[src/rtl/ascon_ecg_feeder.sv]
`default_nettype none
// ascon_ecg_feeder : packs an ECG byte record MSB-first into 64-bit blocks and
// sequences the ascon init / AD / plaintext / finalisation handshake.  rev 1.0
module ascon_ecg_feeder #(
  parameter int          NB_BYTES = 181,
  parameter logic [63:0] AD_WORD  = 64'h4120746F20428000
) (
  input  logic          clock_i,
  input  logic          resetb_i,
  input  logic          start_i,
  input  logic [7:0]    byte_i,
  input  logic          byte_valid_i,
  output logic          byte_ready_o,
  output logic          init_o,
  output logic          associate_data_o,
  output logic          finalisation_o,
  output logic [63:0]   data_o,
  output logic          data_valid_o,
  input  logic          end_initialisation_i,
  input  logic          end_associate_i,
  input  logic [63:0]   cipher_i,
  input  logic          cipher_valid_i,
  input  logic          end_cipher_i,
  input  logic [127:0]  tag_i,
  input  logic          end_tag_i,
  output logic [63:0]   cipher_word_o,
  output logic          cipher_word_valid_o,
  output logic [7:0]    cipher_index_o,
  output logic [127:0]  tag_o,
  output logic          tag_valid_o,
  output logic          busy_o,
  output logic          done_o
);

  localparam logic [7:0] NFULL    = 8'(NB_BYTES / 8);
  localparam logic [2:0] REM      = 3'(NB_BYTES % 8);
  localparam logic [2:0] REM_LAST = (NB_BYTES % 8 == 0) ? 3'd0 : 3'(NB_BYTES % 8 - 1);

  typedef enum logic [3:0] {
    IDLE       = 4'd0,
    INIT       = 4'd1,
    WAIT_INIT  = 4'd2,
    AD         = 4'd3,
    WAIT_AD    = 4'd4,
    FILL       = 4'd5,
    PT         = 4'd6,
    WAIT_CV    = 4'd7,
    WAIT_EC    = 4'd8,
    FINAL_FILL = 4'd9,
    FINAL      = 4'd10,
    WAIT_CVF   = 4'd11,
    WAIT_TAG   = 4'd12,
    DONE       = 4'd13
  } state_t;

  state_t      state;
  state_t      nxt;
  logic [63:0] block;
  logic [63:0] block_nxt;
  logic [2:0]  byte_cnt;
  logic [7:0]  blk_cnt;
  logic        take;

  assign take = byte_valid_i & byte_ready_o;

  always_comb begin
    nxt = state;
    case (state)
      IDLE, DONE: if (start_i) nxt = INIT;
      INIT:       nxt = WAIT_INIT;
      WAIT_INIT:  if (end_initialisation_i) nxt = AD;
      AD:         nxt = WAIT_AD;
      WAIT_AD:    if (end_associate_i) nxt = (NFULL == 8'd0) ? FINAL_FILL : FILL;
      FILL:       if (take && byte_cnt == 3'd7) nxt = PT;
      PT:         nxt = WAIT_CV;
      WAIT_CV:    if (cipher_valid_i) nxt = WAIT_EC;
      WAIT_EC:    if (end_cipher_i) nxt = (blk_cnt + 8'd1 == NFULL) ? FINAL_FILL : FILL;
      FINAL_FILL: if (REM == 3'd0 || (take && byte_cnt == REM_LAST)) nxt = FINAL;
      FINAL:      nxt = WAIT_CVF;
      WAIT_CVF:   if (cipher_valid_i) nxt = WAIT_TAG;
      WAIT_TAG:   if (end_tag_i) nxt = DONE;
      default:    nxt = IDLE;
    endcase
  end

  // Entering FINAL_FILL pre-loads the 0x80 pad just after the R data bytes.
  always_comb begin
    block_nxt = block;
    if (nxt == FINAL_FILL && state != FINAL_FILL)
      block_nxt = 64'h80 << {~REM, 3'b000};
    else if (take)
      block_nxt[{~byte_cnt, 3'b000} +: 8] = byte_i;
  end

  always_ff @(posedge clock_i or negedge resetb_i) begin
    if (!resetb_i) begin
      state               <= IDLE;
      block               <= '0;
      byte_cnt            <= '0;
      blk_cnt             <= '0;
      byte_ready_o        <= 1'b0;
      init_o              <= 1'b0;
      associate_data_o    <= 1'b0;
      finalisation_o      <= 1'b0;
      data_o              <= '0;
      data_valid_o        <= 1'b0;
      cipher_word_o       <= '0;
      cipher_word_valid_o <= 1'b0;
      cipher_index_o      <= '0;
      tag_o               <= '0;
      tag_valid_o         <= 1'b0;
      busy_o              <= 1'b0;
      done_o              <= 1'b0;
    end else begin
      state <= nxt;
      block <= block_nxt;
      if (nxt == INIT) begin
        byte_cnt <= '0;
        blk_cnt  <= '0;
      end else begin
        if (take) byte_cnt <= byte_cnt + 3'd1;
        if (state == WAIT_EC && end_cipher_i) blk_cnt <= blk_cnt + 8'd1;
      end

      byte_ready_o     <= (nxt == FILL) || (nxt == FINAL_FILL && REM != 3'd0);
      init_o           <= (nxt == INIT) || (nxt == WAIT_INIT);
      associate_data_o <= (nxt == AD) || (nxt == WAIT_AD);
      finalisation_o   <= nxt inside {FINAL, WAIT_CVF, WAIT_TAG};
      data_valid_o     <= nxt inside {AD, WAIT_AD, PT, WAIT_CV, WAIT_EC, FINAL, WAIT_CVF, WAIT_TAG};
      case (nxt)
        AD, WAIT_AD:                          data_o <= AD_WORD;
        PT, FINAL:                            data_o <= block_nxt;
        WAIT_CV, WAIT_EC, WAIT_CVF, WAIT_TAG: data_o <= data_o;
        default:                              data_o <= '0;
      endcase

      cipher_word_valid_o <= 1'b0;
      tag_valid_o         <= 1'b0;
      if ((state == WAIT_CV || state == WAIT_CVF) && cipher_valid_i) begin
        cipher_word_o       <= cipher_i;
        cipher_index_o      <= blk_cnt;
        cipher_word_valid_o <= 1'b1;
      end
      if (state == WAIT_TAG && end_tag_i) begin
        tag_o       <= tag_i;
        tag_valid_o <= 1'b1;
      end

      busy_o <= !(nxt == IDLE || nxt == DONE);
      done_o <= (nxt == DONE);
    end
  end

endmodule
`default_nettype wire

[config.mk]
export PLATFORM = sky130hd
export DESIGN_NAME = ascon_ecg_feeder
export DESIGN_NICKNAME = d
export VERILOG_FILES = /design/src/rtl/ascon_ecg_feeder.sv
export SDC_FILE = /design/constraint.sdc
export NUM_CORES = 1
export LEC_CHECK = 0
export CORE_MARGIN = 1
export CORE_UTILIZATION = 41
export DETAILED_ROUTE_END_ITERATION = 10
export GPL_TIMING_DRIVEN = 0
export PLACE_DENSITY = 0.74
export SLEW_MARGIN = 20
export SYNTH_ARGS = -nofsm -noshare
export SYNTH_HDL_FRONTEND = slang
export SYNTH_SLANG_ARGS = --single-unit
[constraint.sdc]
create_clock -name clock_i -period 2.6 [get_ports clock_i]
set_input_delay 0.26 -clock clock_i [delete_from_list [all_inputs] [get_ports clock_i]]
set_output_delay 0.26 -clock clock_i [all_outputs]
set_load 0.01 [all_outputs]
After elaboration in Yosys (flattened, before gate mapping)
Index checks and enable logic that the tools add are counted.
W data, S select, Z words.
{"block": "op_classes", "addsub": 3, "n_mul": 0, "div": 0, "magnitude_cmp": 0, "n_eq_ne": 30, "shifts": 2, "mux": 21, "bitwise": 2, "n_reduce_logical": 22}
{"op": "$pmux W64 S3", "n": 1}
{"op": "$mux W64", "n": 2}
{"op": "$bwmux W64", "n": 1}
{"op": "$shift A8 B8 Y64 const A", "n": 1}
{"op": "$shiftx A8 B8 Y64", "n": 1}
{"op": "$pmux W4 S13", "n": 1}
{"op": "$eq A4 B4 Y1 const B", "n": 12}
{"op": "$mux W4", "n": 10}
{"op": "$eq A4 B3 Y1 const B", "n": 8}
{"op": "$eq A4 B2 Y1 const B", "n": 4}
{"op": "$mux W8", "n": 2}
{"op": "$add A8 B1 Y8 const B", "n": 1}
{"op": "$eq A4 B1 Y1 const B", "n": 2}
{"op": "$eq A8 B5 Y1 const B", "n": 1}
{"op": "$logic_not A4 Y1", "n": 2}
{"op": "$neg A6 Y8", "n": 1}
{"op": "$reduce_bool A8 Y1", "n": 1}
{"op": "$eq A3 B3 Y1 const B", "n": 2}
{"op": "$logic_and A1 B1 Y1", "n": 6}
{"op": "$mux W3", "n": 2}
{"op": "$reduce_or A2 Y1", "n": 3}
{"op": "$logic_or A1 B1 Y1", "n": 5}
{"op": "$ne A4 B4 Y1 const B", "n": 1}
{"op": "$reduce_bool A2 Y1", "n": 2}
{"op": "7 further kinds", "n": 8}
{"block": "word_totals", "reg_bits": 352, "latchBits": 0, "ram_bits": 0, "rom_bits": 0, "input_bits": 209, "out_inout_bits": 273, "memories": 0}

Longest topological paths before layout
Gate-level depths: netlist of the first run.
{"block": "depth", "word_depth": 9, "ltp_mapped": 12}

Least setup slack after synthesis of the first run
Ideal clock, no wire load.
{"block": "synth_timing", "path_type": "reg2reg", "from": "register byte_cnt[0]", "to": "register block[10]", "t_arrival_ns": 2.370, "path_slack_ns": 0.107, "path_stages_with_launch": 13, "n_path_buf": 3, "synth_period_minus_slack_ns": 2.493, "path_cell_list": "dfrtp_1 > clkbuf_1 > inv_1 > ha_1 > nand4_1 > a211oi_1 > nor3_2 > inv_2 > a31oi_1 > nor4b_2 > buf_6 > buf_2 > nor2_1"}
{"block": "synth_between", "elab_chain_len": 7, "elab_cells_between_ends": 16, "cone_classes": "1 x add/sub; 3 x eq/ne; 2 x shift; 6 x mux; 1 x bitwise; 3 x reduce/logical"}
{"item": "start: declaration", "line_no": "60", "rtl": "logic [2:0] byte_cnt;"}
{"item": "start signal: assignment", "line_no": "121", "rtl": "if (take) byte_cnt <= byte_cnt + 3'd1;"}
{"item": "$eq A3 B3 Y1 (on tied branches)", "line_no": "78, 74"}
{"item": "$logic_and A1 B1 Y1 (on tied branches)", "line_no": "78, 74"}
{"item": "$mux W4 (on tied branches)", "line_no": "78, 74"}
{"item": "$pmux W4 S13 (*)", "line_no": "68", "rtl": "case (state)"}
{"item": "net nxt[1]", "line_no": "57", "rtl": "state_t nxt;"}
{"item": "$eq A4 B4 Y1 (*)", "line_no": "89", "rtl": "if (nxt == FINAL_FILL && state != FINAL_FILL)"}
{"item": "$logic_and A1 B1 Y1 (*)", "line_no": "89"}
{"item": "$mux W64 (*)", "line_no": "89"}
{"item": "net block_nxt[10]", "line_no": "59", "rtl": "logic [63:0] block_nxt;"}
{"item": "end signal: assignment", "line_no": "116", "rtl": "block <= block_nxt;"}
{"item": "end: declaration", "line_no": "58", "rtl": "logic [63:0] block;"}
The timed path passes the listed nets; every way through them passes the cells marked *.
A chain may end at the register's enable or synchronous reset.

Worst setup path in the final report of the first run
{"block": "layout_timing", "from": "register byte_cnt[0]", "to": "register data_o[34]"}
{"block": "layout_between", "elab_chain_len": 8, "elab_cells_between_ends": 28, "cone_classes": "1 x add/sub; 11 x eq/ne; 2 x shift; 7 x mux; 1 x bitwise; 6 x reduce/logical"}
{"item": "$eq A3 B3 Y1 (on tied branches)", "line_no": "78, 74"}
{"item": "$logic_and A1 B1 Y1 (on tied branches)", "line_no": "78, 74"}
{"item": "$mux W4 (on tied branches)", "line_no": "78, 74"}
{"item": "$pmux W4 S13 (*)", "line_no": "68"}
{"item": "net nxt[0]", "line_no": "57"}
{"item": "$eq A4 B4 Y1", "line_no": "89"}
{"item": "$logic_and A1 B1 Y1", "line_no": "89"}
{"item": "$mux W64", "line_no": "89"}
{"item": "$pmux W64 S3", "line_no": "130", "rtl": "case (nxt)"}
{"item": "end signal: assignment", "line_no": "132", "rtl": "PT, FINAL: data_o <= block_nxt;"}
{"item": "end signal: assignment", "line_no": "133", "rtl": "WAIT_CV, WAIT_EC, WAIT_CVF, WAIT_TAG: data_o <= data_o;"}
{"item": "end: declaration", "line_no": "17", "rtl": "output logic [63:0] data_o,"}
Marked as above.

==> results of run 1 <==
power by group through the flow:
stage / Combinational (W) / Sequential [W] / Clock, W
2_1_floorplan: 0.00357 / 0.00904 / 0
3_3_place_gp: 0.00924 / 0.00834 / 0
3_5_place_dp: 0.00939 / 0.00839 / 0
4_1_cts: 0.00973 / 0.00832 / 0.00544
5_1_grt: 0.0108 / 0.00855 / 0.00567
6_report: 0.0102 / 0.00833 / 0.00535
worst paths after layout:
kind                                  start          to  slack, ps  depth (start not counted)
min in group clock_i             tag_i[110]  tag_o[110]        350                          2
worst min register to register    data_o[0]   data_o[0]        490                          1
worst max register to register  byte_cnt[0]  data_o[34]        110                         10
worst min-delay path               resetb_i   tag_o[13]        310                          2
max in group asynchronous          resetb_i  data_o[26]       1390                          3
worst max-delay path            byte_cnt[0]  data_o[34]        110                         10
layout by cell type (no fill, tap or decap), types with 3 or more instances in the layout:
cell type / instances
and3_1: 5
o21ai_0: 4
inv_1: 7
a21oi_1: 36
xnor2_1: 4
buf_16: 3
clkbuf_8: 6
nor2b_1: 3
and2_1: 10
diode_2: 3
xor2_1: 6
mux2_2: 200
nand2_1: 34
a211o_1: 15
buf_6: 8
clkbuf_16: 40
dfrtp_1: 352
buf_2: 5
nor2_1: 135
nand3_1: 9
nand2b_1: 4
a2bb2oi_2: 3
nand4_1: 5
clkbuf_2: 10
clkinv_2: 3
clkdlybuf4s50_1: 480
inv_6: 3
o2bb2ai_1: 47
mux2i_1: 32
nor3_2: 3
ha_1: 3
buf_4: 24
bufinv_16: 3
nor3_1: 6
clkbuf_1: 30
routing by layer:
layer  up-vias  track usage
met4        18       0.0770
met5         -            0
li1       4689            -
met2       380        0.414
met3        90       0.0808
met1      5253        0.304
flip-flops by register name, summed over array words and instances (netlist names):
| name | count |
|---|---|
| cipher_word_valid_o | 1 |
| blk_cnt | 8 |
| data_o | 64 |
| init_o | 1 |
| done_o | 1 |
| associate_data_o | 1 |
| cipher_word_o | 64 |
| block | 64 |
| finalisation_o | 1 |
| tag_o | 128 |
| byte_cnt | 3 |
| byte_ready_o | 1 |
| state | 4 |
| data_valid_o | 1 |
| cipher_index_o | 8 |
| busy_o | 1 |
| tag_valid_o | 1 |
area by class of cell:
| cell class | count | area (sq um) | area share |
|---|---|---|---|
| multi-input cells | 608 | 4940 | 0.235 |
| clock buffers | 52 | 1080 | 0.0517 |
| inverters | 11 | 46.3 | 0.00221 |
| repair buffers | 504 | 5090 | 0.243 |
| clock inverters | 9 | 131 | 0.00626 |
| flip-flops and latches | 352 | 8810 | 0.420 |
| well taps | 448 | 561 | 0.0267 |
| plain buffers | 55 | 318 | 0.0151 |
| diodes | 3 | 7.51 | 0.000358 |
what timing repair did:
item,4_1_cts,5_1_grt
setup buffers,4,13
setup endpoints to repair,242,182
endpoints found under the hold margin,63,0
pin swaps,6,17
cloned,0,2
resized for setup,27,35
hold buffers,1,0
cells by family (layout without fill, tap and decap cells):
kind of cell	count (synthesis)	after routing	synth area share
AO/OA/AOI/OAI	125	125	0.0696
XOR/XNOR	12	12	0.00863
adder cells (fa/ha/maj)	7	7	0.00629
buffers and inverters	67	631	0.0216
flip-flops	352	352	0.633
multiplexers	232	232	0.185
other	0	3	0
AND/OR/NAND/NOR	232	232	0.0761
through the flow:
step	worst slack, ps	std cells
global route	-52.3	2039
detailed placement	-528	1959
global placement	-14090	1956
floorplan	107	1027
finish	111	2042
CTS	6.66	2025
worst reg2reg max path: stages, from the launching register on:
cell and delay (ps):
dfrtp_1 390, ha_2 210, ha_4 150, nand3_4 70, nor3b_4 170, a2111oi_4 420
nand3_4 190, xnor2_4 200, nor2_4 260, clkbuf_16 220, a2bb2oi_2 130
==> flow_metrics.tcl, run 1 <==
set metrics [dict create \
    grt.total_usage 0.248 \
    synth_area_sq_mm 0.0139 \
    fill_cells 2575 \
    yosysWarnings 0 \
    utilization 0.627 \
    yosysTopAreaCell "dfrtp_1" \
    drt_iter0_drc 583 \
    power_frac_comb 0.428 \
    period_share 0.957 \
    ioPinCount 482 \
    cpLargestDelayFamily "simple AND/OR/NAND/NOR gates" \
    run_status "completed" \
    gp_congestion 0.832 \
    antenna_found_initial 11 \
    detail_route.wl_per_cell_microns 21.2 \
    fin_skew_ps 14.2 \
    ir_drop_mv 0.812 \
    drive_above_1_share 0.214 \
    slew_headroom 0.435 \
    clockBufferDepth 3 \
    antenna_left 0 \
    core_sq_mm 0.0334 \
    syn-num-nets 1243 \
    clkTransAtPathRegs_ps 60 \
    seq_area_frac_synth 0.633 \
    synthTopCellsByCount "dfrtp_1 (352), mux2_2 (200), nor2_1 (135)" \
    yosys-top-cells-area "dfrtp_1 (63%), mux2_2 (16%), nor2_1 (3.6%), o2bb2ai_1 (3.0%), mux2i_1 (2.3%)" \
    grt_pass1_vias 10900 \
    p_sw_w 0.00762 \
    async_flop_share 1.00 \
    stdcell_area_sq_mm 0.0210 \
    first_pass_iters 5 \
    tightestPinTransition_ps 842 \
    synth_edf_count 0 \
    criticalPathCategory "register to register" \
    finalHoldViolCount 0 \
    maxSlewViolCount 0 \
    die-width_microns 186 \
    synth_top_area_share 0.633 \
    clkSinkCount 352 \
    viasPerCell 5.11 \
    io_buffers 481 \
    cpMostUsedCell "nand3_4" \
    slowest_delay_ps 420 \
    rows 67 \
    hpwl_microns 32600 \
    numCtsBuffers 39 \
    avgSynthCellArea_sq_um 13.5 \
    seq_power_share 0.348 \
    met3_length_microns 3470 \
    dieArea_sq_mm 0.0347 \
    crit_arrival_ps 2930 \
    area_growth_pct 50.8 \
    max_cap_viol_count 0 \
    start_util 0.416 \
    placed_area_sq_mm 0.0194 \
    top_layer_used "met5" \
    cpMaxStageDelayCell "a2111oi_4" \
    gr-total-overflow 0 \
    wl_met1_microns 16900 \
    yosysMostFrequentCell "dfrtp_1" \
    crit_buf_inv 1 \
    die_h_microns 186 \
    power_density_mw_per_mm2 1140 \
    tritoncts "yes" \
    critPathLaunchType "register" \
    synth_cells 1027 \
    fmax_mhz 402 \
    crit_fanout 8 \
    worstPathCellList "ha_2 > ha_4 > nand3_4 > nor3b_4 > a2111oi_4 > nand3_4 > xnor2_4 > nor2_4 > clkbuf_16 > a2bb2oi_2" \
    switching_share 0.318 \
    min_period_ps 2490 \
    grt_max_degree 102 \
    rsz0062_at_grt "yes" \
    cts.htree.levels 2 \
    fin_hold_ws_ps 313 \
    fin_tns_setup_ps 0 \
    synth.ff_latch_count 352 \
    p_int_w 0.0163 \
    cp.required_ps 3050 \
    drc 0 \
    clock_latency_ps 520 \
    worstSetupEndpointType "register" \
    vias 10400 \
    clockRootBuffer "clkbuf_16" \
    power_w 0.0239 \
    fin_nets 1787 \
    wl_met2_microns 21400 \
    ys_types 56 \
    clockPowerShare 0.223 \
    grt_pass1_wl_microns 64600 \
    p_leak_nw 9.38 \
    ys.flop_type "dfrtp_1" \
    min_path_type "input pin to asynchronous set/reset pin" \
    wl_microns 43300 \
    setup_viol 0 \
]
No activity file was read; power rests on OpenSTA's default activity.
==> run 2, diff against run 1 <==
Settings changed: CORE_UTILIZATION 41 to 25, CTS_CLUSTER_DIAMETER set to 200, PLACE_DENSITY 0.74 to 0.48.
==> run 2 against run 1 <==
Effect of this change:
- non-clock buffer count rose by 16
- critical path type unchanged
- setup slack lost 75 ps
- cell area up 4.1%
- fmax decreased by 2.9%
- clock power increased by 13%
- combinational power is 8% higher
==> flow_metrics.tcl, run 2 (same netlist as run 1, synthesis figures left out) <==
set metrics [dict create \
    rsz0062_at_grt "yes" \
    cts.htree.levels 2 \
    final_common_cell "clkdlybuf4s50_1" \
    final_cell_count_no_fill 2374 \
    clockBufferDepth 3 \
    fmax_mhz 390 \
    max_cap_viol_count 0 \
    numCtsBuffers 43 \
    worstPathCellList "clkbuf_8 > inv_6 > ha_4 > nand4_1 > buf_4 > a211oi_2 > nor3_2 > inv_2 > a31oi_4 > nor4b_4 > buf_6 > a211o_1 > a32o_1" \
    grt_max_degree 89 \
    core_sq_mm 0.0551 \
    crit_buf_inv 5 \
    clockRootBuffer "clkbuf_16" \
    ioPinCount 482 \
    top_layer_used "met5" \
    min_period_ps 2560 \
    finalHoldViolCount 0 \
    slew_headroom 0.427 \
    power_w 0.0254 \
    gp_congestion 0.819 \
    antenna_found_initial 17 \
    drt_iter0_drc 476 \
    worstSetupEndpointType "register" \
    clkSinkCount 352 \
    maxSlewViolCount 0 \
    detail_route.wl_per_cell_microns 21.8 \
    drc 0 \
    area_growth_pct 57.0 \
    cpMaxStageDelayCell "dfrtp_1" \
    fin_tns_setup_ps 0 \
    cpLargestDelayFamily "compound AO/OA/AOI/OAI gates" \
    stdcell_area_sq_mm 0.0218 \
    vias 10500 \
    rows 86 \
    fin_nets 1807 \
    regMostFlops "tag_o" \
    io_buffers 481 \
    die_h_microns 238 \
    power_frac_comb 0.435 \
    placed_area_sq_mm 0.0198 \
    hpwl_microns 38900 \
    die-width_microns 238 \
    setup_viol 0 \
    critPathLaunchType "register" \
    antenna_left 0 \
    grt.total_usage 0.181 \
    ir_drop_mv 0.601 \
    p_leak_nw 9.59 \
    fin_skew_ps 22.6 \
    min_path_type "input pin to asynchronous set/reset pin" \
    switching_share 0.328 \
    wl_met2_microns 26200 \
    clockPowerShare 0.237 \
    wl_met1_microns 19500 \
    p_sw_w 0.00834 \
    seq_power_share 0.328 \
    crit_arrival_ps 3010 \
    power_density_mw_per_mm2 1160 \
    cp.required_ps 3050 \
    wl_microns 51800 \
    slowest_delay_ps 400 \
    clock_latency_ps 570 \
    grt_pass1_wl_microns 74800 \
    run_status "completed" \
    dpl.cell_count 2260 \
    gr-total-overflow 0 \
    p_int_w 0.0171 \
    crit_fanout 4 \
    drive_above_1_share 0.226 \
    dieArea_sq_mm 0.0566 \
    viasPerCell 4.44 \
    utilization 0.397 \
    largest_reg_flops 128 \
    start_util 0.253 \
    criticalPathCategory "register to register" \
    most-common-layout-cells "clkdlybuf4s50_1 (480), dfrtp_1 (352), mux2_2 (200), nor2_1 (134)" \
    period_share 0.986 \
    clkTransAtPathRegs_ps 60 \
    tritoncts "yes" \
    first_pass_iters 4 \
    grt_pass1_vias 11200 \
    met3_length_microns 4380 \
    tightestPinTransition_ps 853 \
]
run 2: changes by cell type in the layout (fill, tap and decap cells not counted), sizes merged:
cell,change
diode,+2
clkinvlp,+2
clkinv,+4
inv,-2
buf,+14
clkbuf,+13
bufinv,-1
run 2: worst reg2reg max path, delay by kind of cell, from the launching register on:
kind                     cells  cell delay [ps]
AO/OA/AOI/OAI                4              810
buffers and inverters        5              670
AND/OR/NAND/NOR              3              450
flip-flops                   1              400
adder cells (fa/ha/maj)      1              130
run 2: metal layers:
metal  GRT usage  vias to the layer above
met4      0.0667                       24
li1            -                     4745
met5           0                        -
met3      0.0692                       83
met2       0.312                      353
met1       0.201                     5328
run 2: what timing repair did:
action / in CTS / in global routing
endpoints found under the setup margin: 243 / 146
cloned: 2 / 2
setup buffers: 22 / 12
hold buffers: 1 / 0
resized for setup: 42 / 43
hold endpoints to repair: 86 / 0
pin swaps: 9 / 19
run 2: metrics by stage:
stage / setup slack [ps] / hold WS [ps]
2_1_floorplan: 107 / -35.6
3_3_place_gp: -15260 / 473
3_5_place_dp: -703 / 322
4_1_cts: -48.9 / 261
5_1_grt: -103 / 274
6_report: 36.7 / 282
run 2: cell type report:
| class | instances | area, sq um |
|---|---|---|
| inverters | 11 | 48.8 |
| repair buffers | 521 | 5300 |
| flip-flops and latches | 352 | 8810 |
| plain buffers | 54 | 375 |
| multi-input cells | 608 | 4960 |
| clock buffers | 63 | 1270 |
| diodes | 5 | 12.5 |
| fillers | 5361 | 33200 |
| clock inverters | 12 | 130 |
| well taps | 748 | 936 |
run 2: power groups by stage:
stage / clock, W / sequential, W / combinational (W)
floorplan: 0 / 0.00904 / 0.00357
global placement: 0 / 0.00840 / 0.00974
detailed placement: 0 / 0.00839 / 0.00978
CTS: 0.00622 / 0.00836 / 0.0105
global route: 0.00641 / 0.00858 / 0.0117
finish: 0.00603 / 0.00834 / 0.0110
run 2: final timing paths:
kind,startpoint,endpoint,slack [ps],depth (start not counted)
setup / recovery,byte_cnt[0],data_o[23],40,13
hold / removal,resetb_i,data_o[9],280,2
setup reg to reg,byte_cnt[0],data_o[23],40,13
hold reg to reg,data_o[59],data_o[59],490,1
max in group asynchronous,resetb_i,tag_o[73],810,5
min in group clock_i,tag_i[116],tag_o[116],300,2
